### src/rtl/instr_ram_pkg.sv
// Shared types and byte codes for the instruction RAM sequencing controller.
package instr_ram_pkg;

    typedef enum logic [1:0] {
        MODE_RUN  = 2'd0,
        MODE_LOAD = 2'd1,
        MODE_STEP = 2'd2,
        MODE_IDLE = 2'd3
    } mode_e;

    typedef enum logic [1:0] {
        ST_IDLE = 2'd0,
        ST_LOAD = 2'd1,
        ST_RUN  = 2'd2,
        ST_STEP = 2'd3
    } state_e;

    localparam logic [7:0] DELIM_BYTE = 8'h24;
    localparam logic [7:0] IDLE_BYTE  = 8'h00;

endpackage

### src/rtl/btn_edge_detect.sv
// Front-panel button rising-edge detector; a single-cycle pulse follows each press.
// Define DEBUG_SYNC_EN to add a 2-flop synchronizer in front of the edge detector.
module btn_edge_detect (
    input  logic clk,
    input  logic rst_n,
    input  logic i_btn,
    output logic o_pulse
);

    logic w_btn;
    logic r_sample;
    logic r_sample_d;

`ifdef DEBUG_SYNC_EN
    logic [1:0] r_sync;

    always_ff @(posedge clk or negedge rst_n) begin
        if (!rst_n) begin
            r_sync <= 2'b00;
        end else begin
            r_sync <= {r_sync[0], i_btn};
        end
    end

    assign w_btn = r_sync[1];
`else
    assign w_btn = i_btn;
`endif

    always_ff @(posedge clk or negedge rst_n) begin
        if (!rst_n) begin
            r_sample   <= 1'b0;
            r_sample_d <= 1'b0;
        end else begin
            r_sample   <= w_btn;
            r_sample_d <= r_sample;
        end
    end

    assign o_pulse = r_sample & ~r_sample_d;

endmodule

### src/rtl/instr_ram_ctrl.sv
// Instruction RAM controller: UART byte stream -> RAM writes, RUN/STEP read address sequencing.
// Define DEBUG_SYNC_EN to synchronize debug_btn (two extra cycles of step latency).
module instr_ram_ctrl
    import instr_ram_pkg::*;
#(
    parameter int DATA_WIDTH  = 8,
    parameter int MAX_ADDRESS = 255,
    parameter int RUN_DIV     = 1
) (
    input  logic                  clk,
    input  logic                  rst_n,
    input  logic [1:0]            mode,
    input  logic                  debug_btn,
    input  logic [DATA_WIDTH-1:0] rx_data,
    input  logic                  rx_valid,
    output logic                  ram_we,
    output logic [DATA_WIDTH-1:0] ram_waddr,
    output logic [DATA_WIDTH-1:0] ram_wdata,
    output logic [DATA_WIDTH-1:0] ram_raddr,
    output logic [DATA_WIDTH:0]   instr_count,
    output logic                  rd_valid,
    output logic                  done,
    output logic                  overflow
);

    localparam int CW    = DATA_WIDTH + 1;
    localparam int DIV_W = (RUN_DIV > 1) ? $clog2(RUN_DIV) : 1;

    state_e r_state, w_state_next;
    logic   w_enter_load, w_enter_read, w_in_read;

    always_ff @(posedge clk or negedge rst_n) begin
        if (!rst_n) begin
            r_state <= ST_IDLE;
        end else begin
            r_state <= w_state_next;
        end
    end

    always_comb begin
        w_state_next = ST_IDLE;
        case (mode)
            MODE_RUN:  w_state_next = ST_RUN;
            MODE_LOAD: w_state_next = ST_LOAD;
            MODE_STEP: w_state_next = ST_STEP;
            default:   w_state_next = ST_IDLE;
        endcase
        w_enter_load = (w_state_next == ST_LOAD) && (r_state != ST_LOAD);
        w_enter_read = ((w_state_next == ST_RUN) || (w_state_next == ST_STEP))
                       && (r_state != w_state_next);
        w_in_read    = (r_state == ST_RUN) || (r_state == ST_STEP) || w_enter_read;
    end

    // ---------------- load path ----------------
    logic                  r_we;
    logic [DATA_WIDTH-1:0] r_waddr, r_wdata, r_pending;
    logic                  r_pending_vld;
    logic [CW-1:0]         r_instr_count;
    logic                  r_overflow;
    logic                  w_rx_data, w_rx_delim, w_full;

    assign w_rx_data  = rx_valid && (r_state == ST_LOAD)
                        && (rx_data != DATA_WIDTH'(IDLE_BYTE))
                        && (rx_data != DATA_WIDTH'(DELIM_BYTE));
    assign w_rx_delim = rx_valid && (r_state == ST_LOAD) && r_pending_vld
                        && (rx_data == DATA_WIDTH'(DELIM_BYTE));
    assign w_full     = (r_instr_count == CW'(MAX_ADDRESS + 1));

    always_ff @(posedge clk or negedge rst_n) begin
        if (!rst_n) begin
            r_we          <= 1'b0;
            r_waddr       <= '0;
            r_wdata       <= '0;
            r_pending     <= '0;
            r_pending_vld <= 1'b0;
            r_instr_count <= '0;
            r_overflow    <= 1'b0;
        end else begin
            r_we <= 1'b0;
            // Address advances after the write pulse so the pulse carries the old address.
            if (r_we) begin
                r_waddr <= r_waddr + DATA_WIDTH'(1);
            end
            if (w_enter_load) begin
                r_waddr       <= '0;
                r_instr_count <= '0;
                r_overflow    <= 1'b0;
                r_pending_vld <= 1'b0;
            end else if (w_rx_data) begin
                r_pending     <= rx_data;
                r_pending_vld <= 1'b1;
            end else if (w_rx_delim) begin
                r_pending_vld <= 1'b0;
                if (w_full) begin
                    r_overflow <= 1'b1;
                end else begin
                    r_we          <= 1'b1;
                    r_wdata       <= r_pending;
                    r_instr_count <= r_instr_count + CW'(1);
                end
            end
        end
    end

    // ---------------- read path ----------------
    logic                  w_step_pulse;
    logic [DATA_WIDTH-1:0] r_raddr, w_raddr_next;
    logic [DIV_W-1:0]      r_div, w_div_next;
    logic                  r_rd_valid, r_done;
    logic [CW-1:0]         w_last;
    logic                  w_empty, w_at_last, w_done_next;

    btn_edge_detect u_btn_edge (
        .clk     (clk),
        .rst_n   (rst_n),
        .i_btn   (debug_btn),
        .o_pulse (w_step_pulse)
    );

    always_comb begin
        w_empty      = (r_instr_count == '0);
        w_last       = r_instr_count - CW'(1);
        w_at_last    = ({1'b0, r_raddr} >= w_last);
        w_raddr_next = r_raddr;
        w_div_next   = r_div;
        if (w_enter_read) begin
            w_raddr_next = '0;
            w_div_next   = '0;
        end else if (r_state == ST_RUN) begin
            if (w_empty) begin
                w_raddr_next = '0;
            end else if (r_div == DIV_W'(RUN_DIV - 1)) begin
                w_div_next = '0;
                if (!w_at_last) begin
                    w_raddr_next = r_raddr + DATA_WIDTH'(1);
                end
            end else begin
                w_div_next = r_div + DIV_W'(1);
            end
        end else if (r_state == ST_STEP) begin
            if (w_step_pulse && !w_empty && !w_at_last) begin
                w_raddr_next = r_raddr + DATA_WIDTH'(1);
            end
        end
        // done is computed on the next address so it lines up with ram_raddr.
        w_done_next = w_empty || ({1'b0, w_raddr_next} >= w_last);
    end

    always_ff @(posedge clk or negedge rst_n) begin
        if (!rst_n) begin
            r_raddr    <= '0;
            r_div      <= '0;
            r_rd_valid <= 1'b0;
            r_done     <= 1'b0;
        end else begin
            r_raddr <= w_raddr_next;
            r_div   <= w_div_next;
            if (w_in_read) begin
                r_rd_valid <= !w_empty;
                r_done     <= w_done_next;
            end
        end
    end

    assign ram_we      = r_we;
    assign ram_waddr   = r_waddr;
    assign ram_wdata   = r_wdata;
    assign ram_raddr   = r_raddr;
    assign instr_count = r_instr_count;
    assign rd_valid    = r_rd_valid;
    assign done        = r_done;
    assign overflow    = r_overflow;

endmodule

### config.mk
export PLATFORM = sky130hd
export DESIGN_NAME = instr_ram_ctrl
export DESIGN_NICKNAME = d
export VERILOG_FILES = /design/src/rtl/instr_ram_pkg.sv /design/src/rtl/btn_edge_detect.sv /design/src/rtl/instr_ram_ctrl.sv
export SDC_FILE = /design/constraint.sdc
export NUM_CORES = 1
export LEC_CHECK = 0
export CORE_ASPECT_RATIO = 2
export CORE_MARGIN = 4
export CORE_UTILIZATION = 36
export CTS_CLUSTER_SIZE = 24
export DETAILED_ROUTE_END_ITERATION = 8
export PLACE_DENSITY = 0.68
export RECOVER_POWER = 50
export SKIP_LAST_GASP = 1
export SYNTH_ARGS = -nofsm -noshare
export SYNTH_HDL_FRONTEND = slang
export SYNTH_SLANG_ARGS = --single-unit
### constraint.sdc
create_clock -name clk -period 14 [get_ports clk]
set_clock_uncertainty 0.1 [all_clocks]
set_input_delay 2.1 -clock clk [delete_from_list [all_inputs] [get_ports clk]]
set_output_delay 2.1 -clock clk [all_outputs]
set_load 0.005 [all_outputs]
**Word level (Yosys, flattened, before mapping)**

Cells that the tools add are included.

- Add/sub/neg operators: 5
- Magnitude comparators: 2
- Equality and inequality tests: 16
- Muxes and demuxes: 29
- Bitwise logic cells: 5
- Reductions and logical operators: 28

Operator list:

| cell | number |
|---|---|
| $mux 8 | 9 |
| $mux 9 | 4 |
| $ge 8x9->1 | 2 |
| $add 8x1->8 const B | 2 |
| $mux 1 | 15 |
| $eq 2x2->1 const B | 5 |
| $add 9x1->9 const B | 1 |
| $eq 9x9->1 const B | 1 |
| $logic_and 1x1->1 | 9 |
| $logic_not 9->1 | 1 |
| $sub 9x1->9 const B | 1 |
| $eq 8x6->1 const B | 1 |
| $ne 8x6->1 const B | 1 |
| $reduce_bool 2->1 | 4 |
| $reduce_bool 8->1 | 1 |
| $eq 2x1->1 const B | 3 |
| $ne 2x2->1 const B | 3 |
| $pmux 2 s3 | 1 |
| $reduce_and 3->1 | 2 |
| $logic_or 1x1->1 | 4 |
| $not 1->1 | 4 |
| $reduce_and 2->1 | 2 |
| $reduce_and 4->1 | 1 |
| $reduce_bool 3->1 | 1 |
| other kinds (6) | 7 |

- Flip-flop bits (word level): 51
- Word-level logic and storage cells: 99

**Logic depth before layout (Yosys ltp)**

- Depth after elaboration: 10
- Gate-level depth with buffers: 23
- Gate-level depth less buffers: 23

**By module**

A second synthesis with hierarchy kept.

- Cell total of the unflattened synthesis: 325
- Area total of the unflattened synthesis: 2997.9 um^2

By module, submodules not included:

| module | instances | cells each | area an instance (um^2) | sequential area each (um^2) |
|---|---|---|---|---|
| instr_ram_ctrl | 1 | 322 | 2934.1 | 1201.2 |
| btn_edge_detect | 1 | 3 | 63.8 | 50.0 |

**Least setup slack after synthesis**

Ideal clock, no wire load.

- Kind: input to register
- Start: in mode[0]
- End: reg r_done, in the netlist done
- Setup time: 0.127 ns
- Data arrival time: 4.657 ns
- Required time: 13.773 ns
- Slack: 9.116 ns
- Stages on the path: 17
- Path buffers: 1
- Cell sequence: inv_1 -> ha_1 -> o21bai_1 -> xor2_1 -> a21oi_1 -> clkbuf_1 -> nor2_1 -> ha_1 -> a21bo_2 -> a21o_1 -> a21o_1 -> nand2_1 -> nor2_1 -> o221a_1 -> nor3_1 -> a211o_1 -> a21oi_2

- Cells in the longest elaborated chain, start to end: 8
- Elaborated cells between the ends (all ways): 13
- Classes of those cells: order compare (1); eq/ne (5); mux (2); reduce/logical (5)

Ends and longest elaborated chain:

| item | line | RTL |
|---|---|---|
| from (decl) | instr_ram_ctrl.sv:12 | `input logic [1:0] mode,` |
| $eq 2x2->1, or another cell as far along | instr_ram_ctrl.sv:42 | `case (mode)` |
| $pmux 2 s3 (*) | instr_ram_ctrl.sv:42 |  |
| $eq 2x2->1 | instr_ram_ctrl.sv:49 | `w_enter_read = ((w_state_next == ST_RUN) \|\| (w_state_next == ST_STEP))` |
| $logic_or 1x1->1 | instr_ram_ctrl.sv:49 |  |
| $logic_and 1x1->1 (*) | instr_ram_ctrl.sv:50 | `&& (r_state != w_state_next);` |
| $mux 8 (*) | instr_ram_ctrl.sv:126 | `if (w_enter_read) begin` |
| via w_raddr_next[4] | instr_ram_ctrl.sv:107 | `logic [DATA_WIDTH-1:0] r_raddr, w_raddr_next;` |
| $ge 8x9->1 (*) | instr_ram_ctrl.sv:146 | `w_done_next = w_empty \|\| ({1'b0, w_raddr_next} >= w_last);` |
| $logic_or 1x1->1 (*) | instr_ram_ctrl.sv:146 |  |
| to (signal assigned) | instr_ram_ctrl.sv:160 | `r_done <= w_done_next;` |
| to (decl) | instr_ram_ctrl.sv:109 | `logic r_rd_valid, r_done;` |

The timed path passes the listed nets; every way through them passes the cells marked *.
A chain may end at the register's enable or synchronous reset.

**Worst setup path in the final report**

- Start: in mode[0]
- End: reg r_done, in the netlist done

- Cells in the longest elaborated chain, start to end: 8
- Elaborated cells between the ends (all ways): 13
- Classes of those cells: order compare (1); eq/ne (5); mux (2); reduce/logical (5)

Ends and longest elaborated chain:

| item | line |
|---|---|
| $eq 2x2->1, or another cell as far along | instr_ram_ctrl.sv:42 |
| $pmux 2 s3 (*) | instr_ram_ctrl.sv:42 |
| $eq 2x2->1 | instr_ram_ctrl.sv:49 |
| $logic_or 1x1->1 | instr_ram_ctrl.sv:49 |
| $logic_and 1x1->1 (*) | instr_ram_ctrl.sv:50 |
| $mux 8 | instr_ram_ctrl.sv:126 |
| $ge 8x9->1 | instr_ram_ctrl.sv:146 |
| $logic_or 1x1->1 | instr_ram_ctrl.sv:146 |

Mark *: on every way between the ends. The rest lies on a longest branch, timed or not.

==> results.txt <==
max_cap viols - 1
most numerous cell in the Yosys netlist - nand2_1
# nets final - 413
dpl cell area - 3570 um^2
worst slack at placement - 8120 ps
WL/cell - 15.3 um
setup repair after global routing missed its margin - no
total CTS buffers - 5
Tightest Hold Check Type - reg2reg
register bit total from synthesis - 50
CTS tree - yes
fillers - 765
CTS max path bufs - 2
final hold violations - 0
worst hold slack - 283 ps
yosys warns - 0
number of diodes - 0
IO Count - 51
area leader, netlist - dfrtp_1
critical path's largest stage delay - 580 ps
first-pass GRT wire length - 12.1 mm
fin area - 3730 um^2
drt first pass iters - 4
Synth top area share - 41.9%
fraction of registers with async set/reset - 100%
Post-route DRC - 0
TNS Setup - 0 ps
Worst Setup End Kind - flop
Syn Area/Cell - 9.07 um^2
setup slack after layout - 8430 ps
worst path required time - 14,070 ps
Starting Density - 37.3%
Post-CTS Hold Fix Bufs - 0
Peak Freq - 179 MHz
Setup Buffers After CTS - 0
count of input and output buffers - 50
routability cong. - 0.907
pwr dens - 87.8 nW/um^2
crit path max-delay cell type - dlygate4sd3_1
failing checks - capacitance limit, slew limit
Global Route Usage Sum - 15.7%
Final setup violation count - 0
P_leak - 1.71 nW
Clk Latency, worst-skew pair - 300 ps
CTS resizes - 0
maximum vdd drop - 0.0000999 V
CTS Root Buffer Type - clkbuf_16
status - finished, violations left
Core Rows - 46
final cycle utilization of the critical path - 39.8%
largest net degree at the start of global routing - 51
Synth top cells by count - 62 x nand2_1, 50 x dfrtp_1, 28 x nor2_1, 21 x ha_1, 21 x o21ai_0
initial DRC count - 122
antenna violations before repair - 0
Gate Count Post-Synth - 329
sequential-to-total area share from yosys stat - 41.9%
most frequently used flop master after synthesis - dfrtp_1
Detail Route Antenna Nets - 0
die area - 9890 um^2
core area - 8000 um^2
non-filler cells, final - 475
final wirelength - 7.25 mm
H-tree depth - 2
number of global-route vias before repair - 2,623
Yosys cell types - 60
dpl cells - 467
kind of critical path - in2reg
min cycle time layout - 5570 ps
Die Ht - 137 um
Arr. time, crit path - 5650 ps
Synth area leaders - dfrtp_1 42%, ha_1 8.8%, nand2_1 7.8%, nor2_1 3.5%, o21ai_0 3.5%
clock sinks - 50
crit path cell chain - dlygate4sd3_1 -> inv_1 -> ha_1 -> o21bai_1 -> xor2_1 -> a21oi_1 -> buf_4 -> nand2b_1 -> nand2b_1 -> ha_1 -> a21bo_2 -> a21o_1 -> a21o_1 -> nand2_1 -> nor2_1 -> o221a_1 -> nor3_1 -> a211o_1 -> a21oi_2
Synth-to-Final Area Change - 25.0%
clock slew at reported path FFs - 60 ps
Mapped Nets - 364
max_slew headroom - -79.8%
Vias/cell - 5.34
die width - 72.4 um
layout cell share with drive strength beyond 1 - 7.12%
max-slew violations - 51
dpl hpwl - 5.55 mm
grt total ovfl - 0
Least-Margin Pin Slew - 2700 ps
Post-synth EDFFs - 0
CP max FO - 12
vias post-DR - 2,536
Worst Setup Start Kind - primary input
synthesized area - 2980 um^2
## cell type report
cell class                 instances  area [um^2]  share of cell area (%)
multi-input combinational        256         1640                    43.9
sequential                        50         1250                    33.6
timing repair buffer              52          507                    13.6
clock buffer                       6          129                    3.46
tap                               96          120                    3.22
inverter                          13         48.8                    1.31
clock inverter                     2         37.5                    1.01
## per-stage QoR
step | util (%) | power, W
6_report | 46.6 | 0.000327
5_1_grt | 46.6 | 0.000341
4_1_cts | 46.7 | 0.000334
3_5_place_dp | 44.6 | 0.000192
3_3_place_gp | 44.6 | 0.000191
2_1_floorplan | - | 0.000176
## worst max-delay path: cells and delay by family
family / cells / cell delay (ps)
compound gates: 8 / 1240
xor+xnor: 1 / 170
simple gates: 5 / 820
buf+inv: 3 / 840
fa+ha+maj: 2 / 490
## sequential cells by signal, summed over array words and instances (netlist names)
signal	count
ram_wdata	8
ram_raddr	8
ram_waddr	8
r_state	2
done	1
instr_count	9
u_btn_edge.r_sample	1
rd_valid	1
u_btn_edge.r_sample_d	1
r_pending_vld	1
r_pending	8
overflow	1
ram_we	1
## worst paths after layout
path                                     start  cells after the start               endpoint  slack, ps
min reg2reg                u_btn_edge.r_sample                      0  u_btn_edge.r_sample_d        280
max reg2reg                     instr_count[0]                     23                   done       8600
max                                    mode[0]                     19                   done       8430
max in group asynchronous                rst_n                      2               overflow       9620
min in group asynchronous                rst_n                      2         instr_count[0]       2650
min                        u_btn_edge.r_sample                      0  u_btn_edge.r_sample_d        280
## placed cells by master, fill, tap and decap left out, types with 4 or more instances in the layout
cell type | synthesis | layout
a21o_1 | 4 | 4
a21oi_1 | 7 | 7
and3_1 | 5 | 5
clkbuf_16 | 0 | 5
clkdlybuf4s50_1 | 0 | 41
dfrtp_1 | 50 | 50
dlygate4sd3_1 | 0 | 8
ha_1 | 21 | 21
inv_1 | 10 | 10
mux2_2 | 8 | 8
nand2_1 | 62 | 62
nand2b_1 | 7 | 7
nand3_1 | 10 | 10
nand4_1 | 4 | 4
nor2_1 | 28 | 28
nor2b_1 | 6 | 6
nor3_1 | 7 | 7
o21ai_0 | 21 | 21
xnor2_1 | 7 | 7
xor2_1 | 9 | 9
## power breakdown
part,internal (W),switching [W],total [W],leakage [nW]
clock,0.0000845,0.0000549,0.000139,0.0771
combinational,0.0000147,0.0000155,0.0000302,0.974
sequential,0.000153,0.00000501,0.000158,0.664
## cells by family after synthesis
| logic type | after synthesis | share of synthesized area [%] |
|---|---|---|
| DFF | 50 | 41.9 |
| xor gates and xnor gates | 16 | 4.70 |
| adders and majority gates | 23 | 9.52 |
| AOI/OAI and AO/OA | 59 | 13.1 |
| muxes | 10 | 3.69 |
| and+or+nand+nor | 148 | 23.8 |
| buffers and inverters | 23 | 3.23 |
## metal layers
layer  up-vias  share of wire (%)  track usage, %
met3        22                4.1            2.57
met1      1210                 35            15.9
met5         -                  0               0
li1       1238                  -               -
met2        66                 57            29.5
met4         0                4.2            8.58
No activity file was read; power rests on OpenSTA's default activity.
